`config.mk`:
```
export PLATFORM = sky130hd
export DESIGN_NAME = sync_fifo_param_flat
export DESIGN_NICKNAME = d
export VERILOG_FILES = /design/src/rtl/sync_fifo_param_if.sv /design/src/rtl/sync_fifo_param.sv /design/src/flat_wrapper.sv
export SDC_FILE = /design/constraint.sdc
export NUM_CORES = 1
export LEC_CHECK = 0
export ABC_AREA = 0
export CAP_MARGIN = 5
export CORE_MARGIN = 2
export CORE_UTILIZATION = 53
export CTS_CLUSTER_SIZE = 14
export DETAILED_ROUTE_END_ITERATION = 8
export PLACE_DENSITY = 0.81
export SKIP_LAST_GASP = 1
export SYNTH_ARGS = -nofsm -noshare
export SYNTH_HDL_FRONTEND = slang
export SYNTH_SLANG_ARGS = --single-unit
```
`constraint.sdc`:
```
create_clock -name clk -period 3.4 [get_ports clk]
set_input_delay 0.34 -clock clk [delete_from_list [all_inputs] [get_ports clk]]
set_output_delay 0.34 -clock clk [all_outputs]
set_load 0.05 [all_outputs]
```
`src/rtl/sync_fifo_param_if.sv`:
```
// rtl/sync_fifo_param_if.sv - producer/consumer bundle for sync_fifo_param.
// master drives requests and write data; slave is the FIFO side.
interface sync_fifo_param_if #(
  parameter int DW = 8,
  parameter int AW = 4
);
  logic          flush;
  logic          write_rq;
  logic [DW-1:0] data_in;
  logic          read_rq;
  logic [DW-1:0] data_out;
  logic          data_valid;
  logic          empty;
  logic          almost_empty;
  logic          full;
  logic          almost_full;
  logic [AW:0]   count;
  logic          overflow;
  logic          underflow;

  modport master (
    output flush, write_rq, data_in, read_rq,
    input  data_out, data_valid, empty, almost_empty, full, almost_full,
           count, overflow, underflow
  );

  modport slave (
    input  flush, write_rq, data_in, read_rq,
    output data_out, data_valid, empty, almost_empty, full, almost_full,
           count, overflow, underflow
  );
endinterface

```
`src/rtl/sync_fifo_param.sv`:
```
// rtl/sync_fifo_param.sv - single-clock FIFO, DEPTH=2**AW, count, thresholds, flush.
// Define SYNC_FIFO_FWFT_EN for first-word-fall-through reads; default is registered read.
module sync_fifo_param #(
  parameter int DW     = 8,
  parameter int AW     = 4,
  parameter int AE_LVL = 1,
  parameter int AF_LVL = 2**AW - 1
) (
  input  logic            clk,
  input  logic            rst,
  sync_fifo_param_if.slave fifo
);
  localparam int          DEPTH   = 2**AW;
  localparam logic [AW:0] DEPTH_C = (AW+1)'(DEPTH);
  localparam logic [AW:0] AE_C    = (AW+1)'(AE_LVL);
  localparam logic [AW:0] AF_C    = (AW+1)'(AF_LVL);

  logic [DW-1:0] mem [DEPTH];
  logic [AW:0]   wr_ptr;
  logic [AW:0]   rd_ptr;
  logic [AW:0]   occ;
  logic          is_empty;
  logic          is_full;
  logic          wr_acc;
  logic          rd_acc;
  logic          overflow_q;
  logic          underflow_q;

  // Extra pointer bit distinguishes full from empty, so all DEPTH entries are usable.
  assign occ      = wr_ptr - rd_ptr;
  assign is_empty = (occ == '0);
  assign is_full  = (occ == DEPTH_C);

  // Flush wins over both requests in the same cycle.
  assign wr_acc = fifo.write_rq & ~is_full  & ~fifo.flush;
  assign rd_acc = fifo.read_rq  & ~is_empty & ~fifo.flush;

  assign fifo.count        = occ;
  assign fifo.empty        = is_empty;
  assign fifo.full         = is_full;
  assign fifo.almost_empty = (occ <= AE_C);
  assign fifo.almost_full  = (occ >= AF_C);
  assign fifo.overflow     = overflow_q;
  assign fifo.underflow    = underflow_q;

  always_ff @(posedge clk or posedge rst) begin
    if (rst) begin
      wr_ptr      <= '0;
      rd_ptr      <= '0;
      overflow_q  <= 1'b0;
      underflow_q <= 1'b0;
    end else begin
      overflow_q  <= fifo.write_rq & is_full  & ~fifo.flush;
      underflow_q <= fifo.read_rq  & is_empty & ~fifo.flush;
      if (fifo.flush) begin
        wr_ptr <= '0;
        rd_ptr <= '0;
      end else begin
        if (wr_acc) wr_ptr <= wr_ptr + 1'b1;
        if (rd_acc) rd_ptr <= rd_ptr + 1'b1;
      end
    end
  end

  always_ff @(posedge clk) begin
    if (wr_acc) mem[wr_ptr[AW-1:0]] <= fifo.data_in;
  end

`ifdef SYNC_FIFO_FWFT_EN
  assign fifo.data_out   = mem[rd_ptr[AW-1:0]];
  assign fifo.data_valid = ~is_empty;
`else
  logic [DW-1:0] dout_q;
  logic          dv_q;

  always_ff @(posedge clk or posedge rst) begin
    if (rst) begin
      dout_q <= '0;
      dv_q   <= 1'b0;
    end else begin
      dv_q <= rd_acc;
      if (rd_acc) dout_q <= mem[rd_ptr[AW-1:0]];
    end
  end

  assign fifo.data_out   = dout_q;
  assign fifo.data_valid = dv_q;
`endif

endmodule

```
`src/flat_wrapper.sv`:
```
// flat-port wrapper written by rule: the top's interface ports become plain ports
module sync_fifo_param_flat 
#(
  parameter int DW     = 8,
  parameter int AW     = 4,
  parameter int AE_LVL = 1,
  parameter int AF_LVL = 2**AW - 1
)
  (clk, rst, fifo_flush, fifo_write_rq, fifo_data_in, fifo_read_rq, fifo_data_out, fifo_data_valid, fifo_empty, fifo_almost_empty, fifo_full, fifo_almost_full, fifo_count, fifo_overflow, fifo_underflow);
  sync_fifo_param_if #(.DW(DW), .AW(AW)) fifo_i ();
  input  logic clk;
  input  logic rst;
  input wire logic [$bits(fifo_i.flush)-1:0] fifo_flush;
  input wire logic [$bits(fifo_i.write_rq)-1:0] fifo_write_rq;
  input wire logic [$bits(fifo_i.data_in)-1:0] fifo_data_in;
  input wire logic [$bits(fifo_i.read_rq)-1:0] fifo_read_rq;
  output wire logic [$bits(fifo_i.data_out)-1:0] fifo_data_out;
  output wire logic [$bits(fifo_i.data_valid)-1:0] fifo_data_valid;
  output wire logic [$bits(fifo_i.empty)-1:0] fifo_empty;
  output wire logic [$bits(fifo_i.almost_empty)-1:0] fifo_almost_empty;
  output wire logic [$bits(fifo_i.full)-1:0] fifo_full;
  output wire logic [$bits(fifo_i.almost_full)-1:0] fifo_almost_full;
  output wire logic [$bits(fifo_i.count)-1:0] fifo_count;
  output wire logic [$bits(fifo_i.overflow)-1:0] fifo_overflow;
  output wire logic [$bits(fifo_i.underflow)-1:0] fifo_underflow;
  assign fifo_i.flush = fifo_flush;
  assign fifo_i.write_rq = fifo_write_rq;
  assign fifo_i.data_in = fifo_data_in;
  assign fifo_i.read_rq = fifo_read_rq;
  assign fifo_data_out = fifo_i.data_out;
  assign fifo_data_valid = fifo_i.data_valid;
  assign fifo_empty = fifo_i.empty;
  assign fifo_almost_empty = fifo_i.almost_empty;
  assign fifo_full = fifo_i.full;
  assign fifo_almost_full = fifo_i.almost_full;
  assign fifo_count = fifo_i.count;
  assign fifo_overflow = fifo_i.overflow;
  assign fifo_underflow = fifo_i.underflow;
  sync_fifo_param #(.DW(DW), .AW(AW), .AE_LVL(AE_LVL), .AF_LVL(AF_LVL)) u_core (.clk(clk), .rst(rst), .fifo(fifo_i));
endmodule
```
== Word level (Yosys, flattened, before mapping) ==
Memories as Yosys holds them, arrays and structs flattened. A register that Yosys moved wholly into a read port is not among the register bits.
Index checks and enable logic that the tools add are counted.

* Flip-flop bits (word level): 13
* Bits in writable memories: 128
* Input bits: 13
* Word-level logic and storage cells: 32
* Memories: 1

* $add $sub $neg: 3
* $lt $le $gt $ge: 2
* Equality and inequality tests: 1
* Muxes and demuxes: 6
* Bitwise logic cells: 11
* Reduce and logical (&&, ||, !) cells: 3

{| class="wikitable"
|+ Memories
! name !! words !! width !! read ports !! clocked after Yosys merged registers in !! wr ports !! line !! RTL
|-
| u_core.mem || 16 || 8 || 1 || 1 || 1 || sync_fifo_param.sv:18 || <nowiki>logic [DW-1:0] mem [DEPTH];</nowiki>
|}

{| class="wikitable"
|+ Operators by type and width
! operator !! count
|-
| 5-bit 2-to-1 mux || 4
|-
| 5-bit by 1-bit adder with 5-bit output (second input constant) || 2
|-
| 1-bit bitwise AND || 8
|-
| 5-bit == test (second input constant) || 1
|-
| 5-bit by 4-bit >= comparator with 1-bit output (second input constant) || 1
|-
| 5-bit by 1-bit <= comparator with 1-bit output (second input constant) || 1
|-
| 5-bit logical NOT || 1
|-
| 5-bit subtractor || 1
|-
| 2-bit nonzero test || 2
|-
| 1-bit NOT || 3
|-
| 1-bit 2-to-1 mux || 2
|}

== Longest topological paths before layout ==
* Depth after elaboration: 7
* Depth in mapped cells: 11
* Mapped depth without buffers: 10

== Worst setup path before layout ==
No wires, ideal clock.

* Kind: flip-flop to flip-flop
* Start point: reg u_core.rd_ptr[2]
* End point: mem u_core.mem[1][0], enable pin
* Arrival time: 3583 ps
* Setup slack: -577 ps
* Stages on the path, launching flop included: 11
* Cells stage by stage: dfrtp_1 clkbuf_1 inv_1 ha_1 xor2_1 or3_1 a2111oi_2 nand2b_1 buf_4 buf_8 nor4_1

* Cells in the longest elaborated chain, start to end: 7

{| class="wikitable"
|+ RTL lines
! element !! line !! RTL
|-
| start, declared || sync_fifo_param.sv:20 || <nowiki>logic [AW:0] rd_ptr;</nowiki>
|-
| start signal, assigned || sync_fifo_param.sv:60 || <nowiki>if (rd_acc) rd_ptr <= rd_ptr + 1'b1;</nowiki>
|-
| 5-bit subtractor || sync_fifo_param.sv:30 || <nowiki>assign occ = wr_ptr - rd_ptr;</nowiki>
|-
| named net fifo_count[2] || flat_wrapper.sv:23 || <nowiki>output wire logic [$bits(fifo_i.count)-1:0] fifo_count;</nowiki>
|-
| 5-bit == test || sync_fifo_param.sv:32 || <nowiki>assign is_full = (occ == DEPTH_C);</nowiki>
|-
| 1-bit NOT || sync_fifo_param.sv:35 || <nowiki>assign wr_acc = fifo.write_rq & ~is_full & ~fifo.flush;</nowiki>
|-
| 1-bit bitwise AND (2 in a row) || sync_fifo_param.sv:35 ||
|-
| 1-bit 2-to-1 mux || sync_fifo_param.sv:66 || <nowiki>if (wr_acc) mem[wr_ptr[AW-1:0]] <= fifo.data_in;</nowiki>
|-
| 1-bit 2-to-1 mux (implied by the code) || sync_fifo_param.sv:66 ||
|-
| end, declared || sync_fifo_param.sv:18 ||
|}

The timed path passes the listed nets, and every way through them passes these cells.

== Worst setup path after layout ==
* Start point: reg u_core.wr_ptr[0]
* End point: out fifo_full

* Cells in the longest elaborated chain, start to end: 2

{| class="wikitable"
|+ RTL lines
! element !! line !! RTL
|-
| start, declared || sync_fifo_param.sv:19 || <nowiki>logic [AW:0] wr_ptr;</nowiki>
|-
| start signal, assigned || sync_fifo_param.sv:59 || <nowiki>if (wr_acc) wr_ptr <= wr_ptr + 1'b1;</nowiki>
|-
| 5-bit subtractor || sync_fifo_param.sv:30 ||
|-
| 5-bit == test || sync_fifo_param.sv:32 ||
|-
| end, declared || flat_wrapper.sv:21 || <nowiki>output wire logic [$bits(fifo_i.full)-1:0] fifo_full;</nowiki>
|}

No other way between the ends.

==> flow_summary.ini <==
[run_status]
outcome = complete, no violations

[floorplanning]
rows = 39
start_util = 0.540
io_pins = 33
die_w_um = 111
core_area_mm2 = 0.0113
dieArea_mm2 = 0.0124
die_h_um = 111

[final_layout]
fill_cells = 755
drive_gt1_frac = 0.265
final_cells = 551
nets = 419
area_delta_synth_final_pct = 20.5
n_antenna_cell = 0

[cts]
cts-htree-levels = 4
cts_resized = 0
cts.clk_slew.worst_paths_ns = 0.06
cts_tree = yes
post_cts_buffers = 0
cts_hold_buf = 0
worstSkewPairLatency_ns = 0.42
cts_sinks = 149
root_buffer = clkbuf_16
clockBufferDepth = 2
cts_buffers = 17

[drt]
drt_iter0_drc = 345
vias = 3354
drc_errors = 0
routed_via_density = 6.09
drt_wl_total_um = 12700
post_drt_wl_per_cell_um = 23.0
drtAntennaViolNets = 0
dr.pass1.iters = 5

[setup_path]
r2r_slack_ns = 0.47
worst_setup_path_end_kind = primary output
critPathMaxFanout = 10
worstSetupPathType = reg2out
setup.worst_path.start_class = flop
arrival_ns = 2.78
cp.required_ns = 3.06

[grt]
grt_pass1_wl_um = 20200
grt_max_degree = 37
grtUsageTotal = 0.221
first_global_vias = 3559
antenna_found_initial = 0
grt_overflow = 0

[timing]
fin_crit_ns = 3.12
fmax_mhz = 321
finalWorstSetupSlack_ns = 0.283
timing.final.crit_share = 0.917
tightest_slew_ns = 0.945
hold_viol_final = 0
finalSetupViolCount = 0
rsz0062_at_grt = no
slew_headroom = 0.369
skew_ns = 0.0109
finalSetupTns_ns = 0
slew_viol_final = 0

[yosys]
synthCells = 338
synth_edf_count = 128
mappedNetlistNets = 361
synth-seq-area-share = 0.715
yosys.cell_types.count = 37
synthesis.area_mm2 = 0.00611
ys_dominant_reg_cell = edfxtp_1
yosysWarnings = 0
ys_ff_latch = 149
synthArstFlopShare = 0.141
synth_area_per_cell_um2 = 18.1

[hold_path]
hp-class = in2async

[placement]
port_buffers = 32
dp.cells = 520
routabilityCongestion = 0.809
pre_cts_ws_ns = 0.492
dpl.hpwl_um = 8120

[power]
peakVddDrop_mv = 1.03
p_per_area_mw_per_mm2 = 830
p_leak_nw = 2.48

[run]
cap_viol_max_count = 0
[power breakdown]
part | switching [mW] | internal [mW] | leakage (nW) | total (mW)
sequential | 0.0504 | 2.09 | 1.42 | 2.14
clock | 0.684 | 1.14 | 0.279 | 1.82
combinational | 1.26 | 0.888 | 0.776 | 2.15
[cell type report]
cell class,count,area [µm²],share of cell area
clock buffer,19,433,0.0588
clock inverter,12,138,0.0187
inverter,11,41.3,0.00561
multi-input combinational,162,1670,0.227
sequential,149,4370,0.594
tap,143,179,0.0243
timing repair buffer,55,528,0.0717
[cells in the mapped netlist (2+ instances only)]
library cell	n	area, µm²
edfxtp_1	128	3840
nor2_1	12	45.0
o22ai_1	16	100
dfrtp_1	21	526
nor3_1	6	30.0
a21o_1	2	15.0
and2_1	3	18.8
nand4_1	3	18.8
mux4_2	32	721
buf_2	7	35.0
nand3_1	3	15.0
o21ai_0	8	40.0
xor2_1	2	17.5
a21oi_1	9	45.0
mux2_2	8	90.1
nand2_1	8	30.0
ha_1	9	113
nor4b_1	4	35.0
or3_1	7	43.8
inv_1	11	41.3
nand2b_1	8	50.1
clkbuf_1	7	26.3
or4_1	2	15.0
nor4_1	9	56.3
[worst paths after layout]
path | to | start | depth (start not counted)
worst max register to register | u_core.mem[12][6] | u_core.wr_ptr[0] | 11
worst min register to register | u_core.fifo.data_out[3] | u_core.fifo.data_out[3] | 1
worst max-delay path | fifo_full | u_core.wr_ptr[0] | 9
worst min-delay path | u_core.fifo.data_out[2] | rst | 2
min in group clk | u_core.fifo.data_out[3] | u_core.fifo.data_out[3] | 1
max in group asynchronous | u_core.rd_ptr[0] | rst | 2
[placed cells by master (no fill, tap or decap), types with 4 or more instances in the layout]
cell	synthesis	routed
or3_1	7	7
nor4b_2	0	4
dfrtp_1	21	20
buf_12	0	4
clkdlybuf4s50_1	0	26
mux4_2	32	32
buf_4	1	25
nand2_1	8	8
ha_1	9	9
nand2b_1	8	8
edfxtp_1	128	128
clkinv_2	0	4
nor4_1	9	5
o21ai_0	8	8
nor4_2	0	4
clkbuf_16	0	17
o22ai_1	16	16
a21oi_1	9	9
nor2_1	12	12
mux2_2	8	8
inv_1	11	11
nor3_1	6	6
[worst max-delay path, stage by stage (launching register included)]
cell	delay [ns]
dfrtp_1	0.43
inv_1	0.13
ha_1	0.17
inv_1	0.05
fa_1	0.43
xor2_2	0.20
or3_1	0.33
a2111oi_2	0.24
buf_4	0.23
buf_12	0.14
[flip-flops by register name, indices dropped and copies added, names as in the netlist]
name and cells:
u_core.fifo.data_out 8, u_core.fifo.data_valid 1, u_core.fifo.overflow 1, u_core.fifo.underflow 1, u_core.mem 128, u_core.rd_ptr 5, u_core.wr_ptr 5
[per-layer routing]
metal,GRT usage,wire length [µm],part of all wire,vias up
met5,0,0,0,-
met4,0.0840,303,0.024,0
met3,0.0490,863,0.068,26
met2,0.368,6650,0.53,144
met1,0.288,4840,0.38,1701
li1,-,-,-,1483
[per-stage QoR]
step | utilization | hold slack [ns] | power [mW] | instance area (µm²)
final | 0.650 | 0.443 | 6.11 | 7360
after global routing | 0.650 | 0.506 | 6.36 | 7360
after CTS | 0.650 | 0.459 | 6.16 | 7360
after detailed placement | 0.600 | 0.497 | 4.34 | 6790
after global placement | 0.600 | 0.489 | 4.30 | 6790
after floorplan | - | 0.317 | 3.66 | 6120
[kinds of logic (layout without fill, tap and decap cells)]
| logic type | count (synthesis) | in the layout | share of synthesized area |
|---|---|---|---|
| xor gates and xnor gates | 2 | 2 | 0.00287 |
| adders and majority gates | 10 | 10 | 0.0217 |
| and+or+nand+nor | 69 | 69 | 0.0639 |
| muxes | 41 | 41 | 0.134 |
| buffers and inverters | 27 | 97 | 0.0205 |
| DFF | 149 | 149 | 0.715 |
| AOI/OAI and AO/OA | 40 | 40 | 0.0418 |
No activity file was read; power rests on OpenSTA's default activity.
